**config.mk**
```make
export PLATFORM = sky130hd
export DESIGN_NAME = interval_timer
export DESIGN_NICKNAME = d
export VERILOG_FILES = /design/src/rtl/fitness_pkg.sv /design/src/rtl/bcd2_down.sv /design/src/rtl/interval_timer.sv
export SDC_FILE = /design/constraint.sdc
export NUM_CORES = 1
export LEC_CHECK = 0
export CORE_UTILIZATION = 30
export DETAILED_ROUTE_END_ITERATION = 16
export HOLD_SLACK_MARGIN = 0.05
export PLACE_DENSITY = 0.49
export SYNTH_ARGS = -nofsm -noshare
export SYNTH_HDL_FRONTEND = slang
export SYNTH_SLANG_ARGS = --single-unit
export TNS_END_PERCENT = 50
```
**constraint.sdc**
```tcl
create_clock -name clk -period 6.5 [get_ports clk]
set_clock_uncertainty 0.05 [all_clocks]
set_input_delay 1.3 -clock clk [delete_from_list [all_inputs] [get_ports clk]]
set_output_delay 1.3 -clock clk [all_outputs]
set_load 0.02 [all_outputs]
```
**src/rtl/fitness_pkg.sv**
```systemverilog
// Shared types for the workout controller: FSM phase encoding, timer states
// and small seconds-conversion helpers.
package fitness_pkg;

  typedef enum logic [1:0] {
    PH_IDLE    = 2'b00,
    PH_WORKOUT = 2'b01,
    PH_REST    = 2'b10,
    PH_FINISH  = 2'b11
  } phase_e;

  typedef enum logic [1:0] {
    TS_STOP    = 2'b00,
    TS_RUN     = 2'b01,
    TS_PAUSED  = 2'b10,
    TS_EXPIRED = 2'b11
  } tstate_e;

  localparam logic [6:0] MAX_SECS = 7'd99;

  function automatic logic [6:0] sat99(input logic [7:0] v);
    return (v > 8'd99) ? MAX_SECS : v[6:0];
  endfunction

  // {tens, ones} of a 0..99 binary value
  function automatic logic [7:0] bin2bcd(input logic [6:0] v);
    logic [6:0] t, o;
    t = v / 7'd10;
    o = v - t * 7'd10;
    return {t[3:0], o[3:0]};
  endfunction

endpackage

```
**src/rtl/bcd2_down.sv**
```systemverilog
// Two-digit BCD down counter with a binary shadow; sync clear/load,
// decrement enable, sticks at 00.
module bcd2_down
  import fitness_pkg::*;
(
  input  logic       clk,
  input  logic       reset,
  input  logic       clr_i,
  input  logic       load_i,
  input  logic [6:0] load_val_i,
  input  logic       dec_i,
  output logic [6:0] bin_o,
  output logic [3:0] tens_o,
  output logic [3:0] ones_o
);

  logic [6:0] bin_q, bin_d;
  logic [3:0] tens_q, tens_d, ones_q, ones_d;

  always_comb begin
    bin_d  = bin_q;
    tens_d = tens_q;
    ones_d = ones_q;
    if (clr_i) begin
      bin_d  = '0;
      tens_d = '0;
      ones_d = '0;
    end else if (load_i) begin
      bin_d            = load_val_i;
      {tens_d, ones_d} = bin2bcd(load_val_i);
    end else if (dec_i && bin_q != '0) begin
      bin_d = bin_q - 7'd1;
      if (ones_q == 4'd0) begin
        ones_d = 4'd9;
        tens_d = tens_q - 4'd1;
      end else begin
        ones_d = ones_q - 4'd1;
      end
    end
  end

  always_ff @(posedge clk or posedge reset) begin
    if (reset) begin
      bin_q  <= '0;
      tens_q <= '0;
      ones_q <= '0;
    end else begin
      bin_q  <= bin_d;
      tens_q <= tens_d;
      ones_q <= ones_d;
    end
  end

  assign bin_o  = bin_q;
  assign tens_o = tens_q;
  assign ones_o = ones_q;

endmodule

```
**src/rtl/interval_timer.sv**
```systemverilog
// Workout/rest interval countdown: reloads on a start rise or phase change,
// ticks once per second, flags the closing seconds and pulses on expiry.
module interval_timer
  import fitness_pkg::*;
#(
  parameter int CLK_HZ    = 50000000,
  parameter int WARN_SECS = 3
) (
  input  logic       clk,
  input  logic       reset,
  input  logic       start_timer,
  input  logic [1:0] phase,
  input  logic [7:0] work_secs,
  input  logic [7:0] rest_secs,
  input  logic       pause,
  output logic       time_done,
  output logic [6:0] remaining,
  output logic [3:0] sec_tens,
  output logic [3:0] sec_ones,
  output logic       warn,
  output logic       running
);

  localparam int         PW      = (CLK_HZ > 1) ? $clog2(CLK_HZ) : 1;
  localparam logic [PW-1:0] PRE_TOP = PW'(CLK_HZ - 1);
  localparam logic [6:0] WARN_W  = 7'(WARN_SECS);

  tstate_e       state_q, state_d;
  logic [PW-1:0] pre_q, pre_d;
  logic          done_q, done_d;
  logic          start_prev_q, primed_q;
  logic [1:0]    phase_prev_q;
  logic          load_ev, tick, bcd_clr, bcd_load, bcd_dec;
  logic [6:0]    load_val;

  // The first cycle after reset only primes the edge history, so a start
  // level held across reset does not restart a discarded interval.
  assign load_ev = start_timer && primed_q &&
                   (!start_prev_q || phase != phase_prev_q);
  assign tick    = (state_q == TS_RUN) && (pre_q == PRE_TOP);

  always_comb begin
    case (phase_e'(phase))
      PH_WORKOUT: load_val = sat99(work_secs);
      PH_REST:    load_val = sat99(rest_secs);
      default:    load_val = '0;
    endcase
  end

  always_comb begin
    state_d  = state_q;
    pre_d    = pre_q;
    done_d   = 1'b0;
    bcd_clr  = 1'b0;
    bcd_load = 1'b0;
    bcd_dec  = 1'b0;
    if (!start_timer) begin
      state_d = TS_STOP;
      pre_d   = '0;
      bcd_clr = 1'b1;
    end else if (load_ev) begin
      pre_d    = '0;
      bcd_load = 1'b1;
      if (load_val == '0) begin
        state_d = TS_EXPIRED;
        done_d  = 1'b1;
      end else begin
        state_d = pause ? TS_PAUSED : TS_RUN;
      end
    end else begin
      case (state_q)
        TS_RUN: begin
          pre_d = tick ? '0 : pre_q + PW'(1);
          if (pause) state_d = TS_PAUSED;
          if (tick) begin
            bcd_dec = 1'b1;
            if (remaining == 7'd1) begin
              done_d  = 1'b1;
              state_d = TS_EXPIRED;
            end
          end
        end
        TS_PAUSED: if (!pause) state_d = TS_RUN;
        default: ;
      endcase
    end
  end

  always_ff @(posedge clk or posedge reset) begin
    if (reset) begin
      state_q      <= TS_STOP;
      pre_q        <= '0;
      done_q       <= 1'b0;
      start_prev_q <= 1'b0;
      phase_prev_q <= 2'b00;
      primed_q     <= 1'b0;
    end else begin
      state_q      <= state_d;
      pre_q        <= pre_d;
      done_q       <= done_d;
      start_prev_q <= start_timer;
      phase_prev_q <= phase;
      primed_q     <= 1'b1;
    end
  end

  bcd2_down u_bcd (
    .clk       (clk),
    .reset     (reset),
    .clr_i     (bcd_clr),
    .load_i    (bcd_load),
    .load_val_i(load_val),
    .dec_i     (bcd_dec),
    .bin_o     (remaining),
    .tens_o    (sec_tens),
    .ones_o    (sec_ones)
  );

  assign time_done = done_q;
  assign running   = (state_q == TS_RUN);
  assign warn      = (state_q == TS_RUN || state_q == TS_PAUSED) &&
                     (remaining != '0) && (remaining <= WARN_W);

endmodule

```
# [After elaboration in Yosys (flattened, before gate mapping)]
# Index checks and enable logic that the tools add are counted.
[classes] add_sub_neg=5 mul=1 div=1 magnitude_cmp=3 eq_ne=12 n_shift=0 muxes=39 bitwise_logic=0 reduce_logical=14
[op_table] operator="$mux 26" n=4
[op_table] operator="$mux 7" n=5
[op_table] operator="$mux 4" n=8
[op_table] operator="$add 26x1->26 const B" n=1
[op_table] operator="$eq 26x26->1 const B" n=1
[op_table] operator="$gt 8x7->1 const B" n=2
[op_table] operator="$mux 2" n=8
[op_table] operator="$pmux 7 s2" n=1
[op_table] operator="$mux 1" n=12
[op_table] operator="$ne 3x1->1 const B" n=3
[op_table] operator="$sub 4x1->4 const B" n=2
[op_table] operator="$div 7x4->7 const B" n=1
[op_table] operator="$eq 7x1->1 const B" n=1
[op_table] operator="$le 7x2->1 const B" n=1
[op_table] operator="$logic_not 7->1" n=1
[op_table] operator="$mul 7x3->3 const B" n=1
[op_table] operator="$reduce_bool 7->1" n=1
[op_table] operator="$sub 7x1->7 const B" n=1
[op_table] operator="$logic_and 1x1->1" n=6
[op_table] operator="$eq 2x1->1 const B" n=2
[op_table] operator="$eq 2x2->1 const B" n=2
[op_table] operator="$logic_not 4->1" n=1
[op_table] operator="$ne 4x1->1 const B" n=1
[op_table] operator="$ne 4x4->1 const B" n=1
[op_table] operator="other kinds (6)" n=8
[totals] regBits=48 latch_bits=0 ram_bits=0 mem_bits_ro=0 inputBits=22 output_inout_bits=18 wordCells=84 n_memories=0

# [Depth between registers and ports, before layout]
# Gate-level depths: netlist (run 1).
[logic_depth] word_depth=10 depth_mapped=30 depth_no_buf=29

# [Modules after synthesis]
# Synthesis (run 1) repeated with hierarchy kept, for this count alone.
[hier_totals] cells_unflattened=400 area_unflattened_um2=3414.5
[by_module_without_submodules] module="interval_timer" instances=1 cells_per_inst=241 area_per_inst_um2=2144.6 seq_area_each_um2=825.8
[by_module_without_submodules] module="bcd2_down" instances=1 cells_per_inst=159 area_per_inst_um2=1270.0 seq_area_each_um2=375.4

# [Least setup slack after synthesis (run 1)]
# No wires, ideal clock.
[synth_path] path_kind="input-to-reg" start="in phase[0]" end="reg u_bcd.ones_q[3] (netlist: u_bcd.ones_o[3])" setup_time_ps=65 arrival_time_ps=7431 t_required_ps=6385 slack_ps=-1046 stages=30 n_path_buf=1 path_cell_list="inv_1 > ha_1 > nor2b_1 > and3_1 > o21ai_0 > inv_1 > ha_1 > o32ai_1 > nor4_1 > nor2_1 > ha_1 > buf_1 > nor2_1 > a211o_1 > a21o_1 > a311oi_1 > a311oi_1 > ha_1 > nor2b_1 > nor4_1 > a21o_1 > a311o_1 > or2_1 > ha_1 > fa_1 > xnor2_1 > xnor2_1 > or4_1 > mux2_1 > nand2_1"
[synth_between] elab_chain_cells=7 elab_cells_between_ends=17 classes_between="1 x add/sub; 1 x mul; 1 x div; 4 x eq/ne; 7 x mux; 3 x reduce/logical"
[synth_lines] item="from (decl)" line_no="interval_timer.sv:12" text="input logic [1:0] phase,"
[synth_lines] item="$eq 2x2->1, or another cell as far along" line_no="interval_timer.sv:43" text="case (phase_e'(phase))"
[synth_lines] item="$pmux 7 s2 or $logic_or 1x1->1 (tied branches)" line_no="interval_timer.sv:43, interval_timer.sv:39"
[synth_lines] item="$div 7x4->7 or $logic_and 1x1->1 (tied branches)" line_no="fitness_pkg.sv:28, interval_timer.sv:38"
[synth_lines] item="$mul 7x3->3 or $mux 1 (tied branches)" line_no="fitness_pkg.sv:29, interval_timer.sv:61"
[synth_lines] item="$sub 4x4->4 or $mux 1 (tied branches)" line_no="fitness_pkg.sv:29, interval_timer.sv:57"
[synth_lines] item="$mux 4 or $logic_and 1x1->1 (tied branches)" line_no="bcd2_down.sv:28, bcd2_down.sv:31"
[synth_lines] item="$mux 4 or $ne 3x1->1 (tied branches)"
[synth_lines] item="to (signal assigned)" line_no="bcd2_down.sv:50" text="ones_q <= ones_d;"
[synth_lines] item="to (decl)" line_no="bcd2_down.sv:18" text="logic [3:0] tens_q, tens_d, ones_q, ones_d;"
# Parallel ways exist; a longest one is shown, timed or not.
# A chain may end at the register's enable or synchronous reset.

# [Final worst setup path (run 1)]
# Same ends and word-level chain as after synthesis.

==> results_dict.tcl, run 1 <==
set metrics [dict create \
    status "finished, violations left" \
    cp-end-kind "register" \
    syn_nets 452 \
    ant_nets 0 \
    maxClockFrequency_ghz 0.146 \
    fin_crit_sh_pct 105 \
    cts_max_path_buffers 2 \
    critPathLaunchType "input pin" \
    synth_area_sq_um 3420 \
    antenna_found_initial 0 \
    synth_enable_flop_cells 0 \
    critical_path_class "in -> reg" \
    die_area_sq_um 11800 \
    maxCapViolations 0 \
    p_per_area_nw_per_um2 182 \
    worst_slew_pin_slew_ps 1060 \
    h-tree-depth 2 \
    path_clk_slew_ps 70 \
    overflow 0 \
    initial_utilization_pct 31.2 \
    final.min_clock_period_ps 6830 \
    hold_buffers 0 \
    io_pins 40 \
    area_growth_pct 41.4 \
    rsz0062_at_grt "true" \
    drt_iter0_drc 173 \
    synth-seq-cells 48 \
    async_reset_ff_share_pct 100 \
    dpl.hpwl_mm 7.42 \
    ir_drop_uv 86.4 \
    nNetsFinal 560 \
    arrival_ps 7010 \
    grt_pass1_vias 3243 \
    num_rows 38 \
    synth_warnings 0 \
    layout_common_cells "buf_4 (69), nor2_1 (56), dfrtp_1 (48)" \
    final_common_cell "buf_4" \
    grt_usage_pct 17.5 \
    cts_root_buf "clkbuf_16" \
    cp_common_cell "ha_4" \
    routed_wl_mm 9.90 \
    syn_inst 411 \
    grt_max_degree 49 \
    synth.avg_cell_area_sq_um 8.33 \
    required_ps 6680 \
    crit_path_top_delay_cell "or4_1" \
    power_leakage_uw 0.00210 \
    synthFlopType "dfrtp_1" \
    synth_top_area_share_pct 35.1 \
    synth_area_leaders "dfrtp_1 (35%), ha_1 (6.6%), nor2_1 (6.1%)" \
    diodes 0 \
    maxSlewViolCount 0 \
    via_per_inst 5.18 \
    clkSinkCount 48 \
    vias 3411 \
    ys_seq_area_share_pct 35.1 \
    slew_headroom_pct 29.3 \
    drive_gt1_share_pct 22.5 \
    grt_pass1_wl_mm 16.2 \
    die-width_microns 109 \
    dp_slack_ps -896 \
    fin_ws_ps -328 \
    wl_per_cell_microns 15.0 \
    drc 0 \
    min_path_type "reg -> reg" \
    firstDrtPassIters 5 \
    setup_violations 1 \
    cts_buffers 5 \
    routabilityCongestion 0.902 \
    cp_max_fo 4 \
    fillCellCount 1085 \
    violations "setup timing" \
    fin_setup_tns_ps -328 \
    coreArea_sq_um 11000 \
    hold_violations 0 \
    max_stage_delay_ps 500 \
    ys_types 60 \
    yosys.area.top_type "dfrtp_1" \
    die_y_microns 109 \
    cts_tree "built" \
    port_buffers 39 \
    clkLatencyLatePin_ps 290 \
]
timing repair:
action	in CTS	in global routing
setup buffers	0	7
gates resized for setup	4	30
pin swaps	4	24
setup endpoints to repair	2	3
hold endpoints to repair	0	0
logic make-up (layout without fill, tap and decap cells):
kind of cell	after synthesis	after routing	share of synthesized area (%)
AND/OR/NAND/NOR	182	182	26.2
AO/OA/AOI/OAI	95	95	19.1
flip-flops	48	48	35.1
XOR/XNOR	32	32	8.18
other	1	1	0.110
adder cells (fa/ha/maj)	19	19	7.16
buffers and inverters	32	140	3.51
multiplexers	2	2	0.658
per-stage QoR:
step / area [sq um] / total power [uW] / hold slack (ps) / cells / util, %
2_1_floorplan: 3530 / 485 / 413 / 411 / -
3_3_place_gp: 4550 / 609 / 462 / 645 / 41.5
3_5_place_dp: 4550 / 610 / 453 / 645 / 41.5
4_1_cts: 4710 / 873 / 467 / 652 / 42.8
5_1_grt: 4840 / 934 / 499 / 659 / 44.1
6_report: 4840 / 881 / 479 / 659 / 44.1
state kept, by name, indices dropped and copies added, names as in the netlist:
signal,flops
primed_q,1
state_q,2
pre_q,26
start_prev_q,1
u_bcd.bin_o,7
phase_prev_q,2
u_bcd.tens_o,4
u_bcd.ones_o,4
time_done,1
report_power, final:
group	leakage [uW]	internal (uW)	switching (uW)
Clock	0.0000657	140	116
Combinational	0.00138	143	153
Sequential	0.000651	314	15.8
area by class of cell:
class | count | area, sq um | share of cell area, %
Timing Repair Buffer | 110 | 951 | 19.6
Clock inverter | 2 | 12.5 | 0.258
Clock buffer | 5 | 125 | 2.58
Inverter | 23 | 86.3 | 1.78
Sequential cell | 48 | 1200 | 24.8
Multi-Input combinational cell | 331 | 2290 | 47.3
Tap cell | 140 | 175 | 3.62
path summary, 6_finish.rpt:
check / from / endpoint / slack (ps) / cells after the start
max in group asynchronous: reset / pre_q[6] / 4210 / 2
min in group asynchronous: reset / u_bcd.ones_o[2] / 1540 / 2
worst min register to register: pre_q[24] / pre_q[24] / 480 / 1
worst max-delay path: phase[0] / u_bcd.ones_o[3] / -330 / 30
worst min-delay path: pre_q[24] / pre_q[24] / 480 / 1
worst max register to register: pre_q[8] / u_bcd.ones_o[3] / 3450 / 9
critical path: cells and delay by family:
family,cells,cell delay [ps]
xor gates and xnor gates,2,280
and+or+nand+nor,9,1590
AOI/OAI and AO/OA,9,1900
buffers and inverters,3,270
adders and majority gates,6,1380
muxes,1,280
synthesized netlist by cell type, types with 2 or more instances:
library cell,number
nand2_1,36
and3_1,3
ha_1,18
nor2_1,56
buf_1,2
or3_1,9
nor2b_1,5
o21ai_0,22
nor3_1,11
a31oi_1,4
dfrtp_1,48
o311a_1,2
o32ai_1,2
and4_1,3
o31ai_1,4
a21o_1,5
a311oi_1,3
a21oi_1,13
o211ai_1,3
nor4_1,7
nand2b_1,6
xnor2_1,15
o22ai_1,4
o21ai_1,3
or2_2,3
xor2_1,17
a22o_1,2
a211oi_1,8
nand4_1,10
or4_1,5
nand3_1,21
o21a_1,4
clkbuf_1,7
inv_1,23
a311o_1,2
metal layers:
metal  global-route usage [%]  routed length (microns)  vias to the layer above  share of wire, %
li1                         -                        -                     1693                 -
met1                     24.7                     4920                     1639                50
met2                     27.9                     4520                       69                46
met3                     2.27                      312                       10               3.2
met4                     4.92                      144                        0               1.5
met5                        0                        0                        -                 0
No activity file was read; power rests on OpenSTA's default activity.
==> run 2, diff against run 1 <==
- CORE_MARGIN: not set -> 2
- PLACE_DENSITY: 0.49 -> not set
==> run 2 against run 1 <==
Compared with the run above: the run still ends with setup timing left; die area up 3.7%; utilization down 0.51 points; hold slack worse by 16 ps; clock power up 27%; routed wire length down 0.15%; flip-flop and latch count unchanged; final cell count up 1.2%; count of clock-buffer cells in the layout unchanged; setup slack better by 160 ps; power up 8.2%; fmax up 2.4%; largest power group unchanged.
==> results_dict.tcl, run 2 (same netlist as run 1, synthesis figures left out) <==
set metrics [dict create \
    status "finished, violations left" \
    violations "setup timing" \
    dpl-instance-area_sq_um 4520 \
    ir_drop_uv 131 \
    holdWs_ps 464 \
    path_clk_slew_ps 60 \
    cts_buffers 5 \
    hold_violations 0 \
    hold_buffers 0 \
    drive_gt1_share_pct 23.1 \
    grt_max_degree 49 \
    design_area_sq_um 4910 \
    reg2reg_depth 9 \
    fin_cells 667 \
    clkLatencyLatePin_ps 290 \
    dp_slack_ps -969 \
    regMostFlops "pre_q" \
    hold_depth 1 \
    firstDrtPassIters 4 \
    final.min_clock_period_ps 6670 \
    setup_violations 1 \
    rsz0062_at_grt "true" \
    placed_cells 643 \
    overflow 0 \
    worst_slew_pin_slew_ps 1010 \
    slew_headroom_pct 32.5 \
    fillCellCount 1119 \
    grt_usage_pct 16.0 \
    r2r-end "pre_q[19]" \
    io_pins 40 \
    cts_tree "built" \
    min_path_type "reg -> reg" \
    r2r-start "phase_prev_q[0]" \
    drt_iter0_drc 171 \
    p_per_area_nw_per_um2 194 \
    rrSetupSlack_ps 3360 \
    initial_utilization_pct 30.4 \
    largest_reg_flops 26 \
    clkSinkCount 48 \
    critPathLaunchType "input pin" \
    max_stage_delay_ps 430 \
    crit_path_top_delay_cell "clkdlybuf4s50_1" \
    hold_path.startpoint "pre_q[24]" \
    power_leakage_uw 0.00208 \
    routed_wl_mm 9.88 \
    cts_root_buf "clkbuf_16" \
    critical_path_class "in -> reg" \
    fin_crit_sh_pct 103 \
    maxSlewViolCount 0 \
    diodes 0 \
    drc 0 \
    layout_common_cells "buf_4 (73), nor2_1 (55), dfrtp_1 (48)" \
    routabilityCongestion 0.829 \
    die-width_microns 111 \
    dpl.hpwl_mm 7.48 \
    grt_pass1_vias 3578 \
    ant_nets 0 \
    antenna_found_initial 0 \
    maxClockFrequency_ghz 0.150 \
    coreArea_sq_um 11300 \
    arrival_ps 6850 \
    vias 3494 \
    cts_max_path_buffers 2 \
    num_rows 39 \
    cp_max_fo 4 \
    die_area_sq_um 12300 \
    wl_per_cell_microns 14.8 \
    die_y_microns 111 \
    h-tree-depth 2 \
    port_buffers 39 \
    required_ps 6680 \
    grt_pass1_wl_mm 16.6 \
    final_common_cell "buf_4" \
    fin_ws_ps -169 \
    via_per_inst 5.24 \
    nNetsFinal 565 \
    holdPathEnd "pre_q[24]" \
    cp-end-kind "register" \
    maxCapViolations 0 \
    area_growth_pct 43.4 \
]
-- run 2: cell types whose count changed in the layout (fill, tap and decap cells not counted), sizes merged --
| cell | before | now |
|---|---|---|
| bufinv | 0 | 2 |
| clkdlybuf4s50 | 30 | 31 |
| buf | 73 | 78 |
| dlymetal6s2s | 7 | 0 |
| dlygate4sd2 | 0 | 6 |
| clkinv | 1 | 0 |
| clkinvlp | 1 | 0 |
-- run 2: final cells by class --
class,instances,area (sq um),area share (%)
repair buffers,115,967,19.7
flip-flops and latches,48,1200,24.5
well taps,143,179,3.64
clock inverters,2,60.1,1.22
clock buffers,5,125,2.55
multi-input cells,331,2290,46.7
inverters,23,86.3,1.76
-- run 2: stage by stage --
stage	util, %	power [uW]	setup TNS [ps]
finish	43.6	953	-169
global route	43.6	997	-381
CTS	43.0	952	-324
detailed placement	40.1	609	-1520
global placement	40.1	602	-874
floorplan	-	485	-297
-- run 2: timing repair --
item                       CTS  global route
pin swaps                   24            21
buffers inserted            12             5
setup endpoints to repair    2             2
gates resized for setup     28             7
-- run 2: critical path, delay by kind of cell --
kind / cells / cell delay (ps)
AND/OR/NAND/NOR: 8 / 1380
adder cells (fa/ha/maj): 5 / 1270
AO/OA/AOI/OAI: 8 / 1730
multiplexers: 1 / 280
XOR/XNOR: 2 / 290
buffers and inverters: 3 / 610
-- run 2: power breakdown --
part / internal [uW] / total [uW] / switching, uW
logic: 142 / 297 / 155
registers: 314 / 331 / 16.6
clock network: 218 / 325 / 107
total: 674 / 953 / 279
-- run 2: worst max-delay path by stage --
stage	startpoint	end	slack [ps]	cells after the start
after floorplan	phase[0]	u_bcd.ones_o[3]	-300	30
after global placement	phase[1]	u_bcd.ones_o[3]	-700	30
after detailed placement	phase[1]	u_bcd.ones_o[3]	-970	30
after CTS	phase[0]	u_bcd.ones_o[3]	-320	30
after global routing	phase[1]	u_bcd.ones_o[3]	-380	30
final	rest_secs[4]	u_bcd.ones_o[3]	-170	27
-- run 2: per-layer routing --
metal / wire, microns / track usage (%) / part of all wire [%]
met1: 4260 / 18.3 / 43
met2: 5290 / 30.9 / 54
met4: 145 / 4.75 / 1.5
met5: 0 / 0 / 0
met3: 184 / 2.02 / 1.9
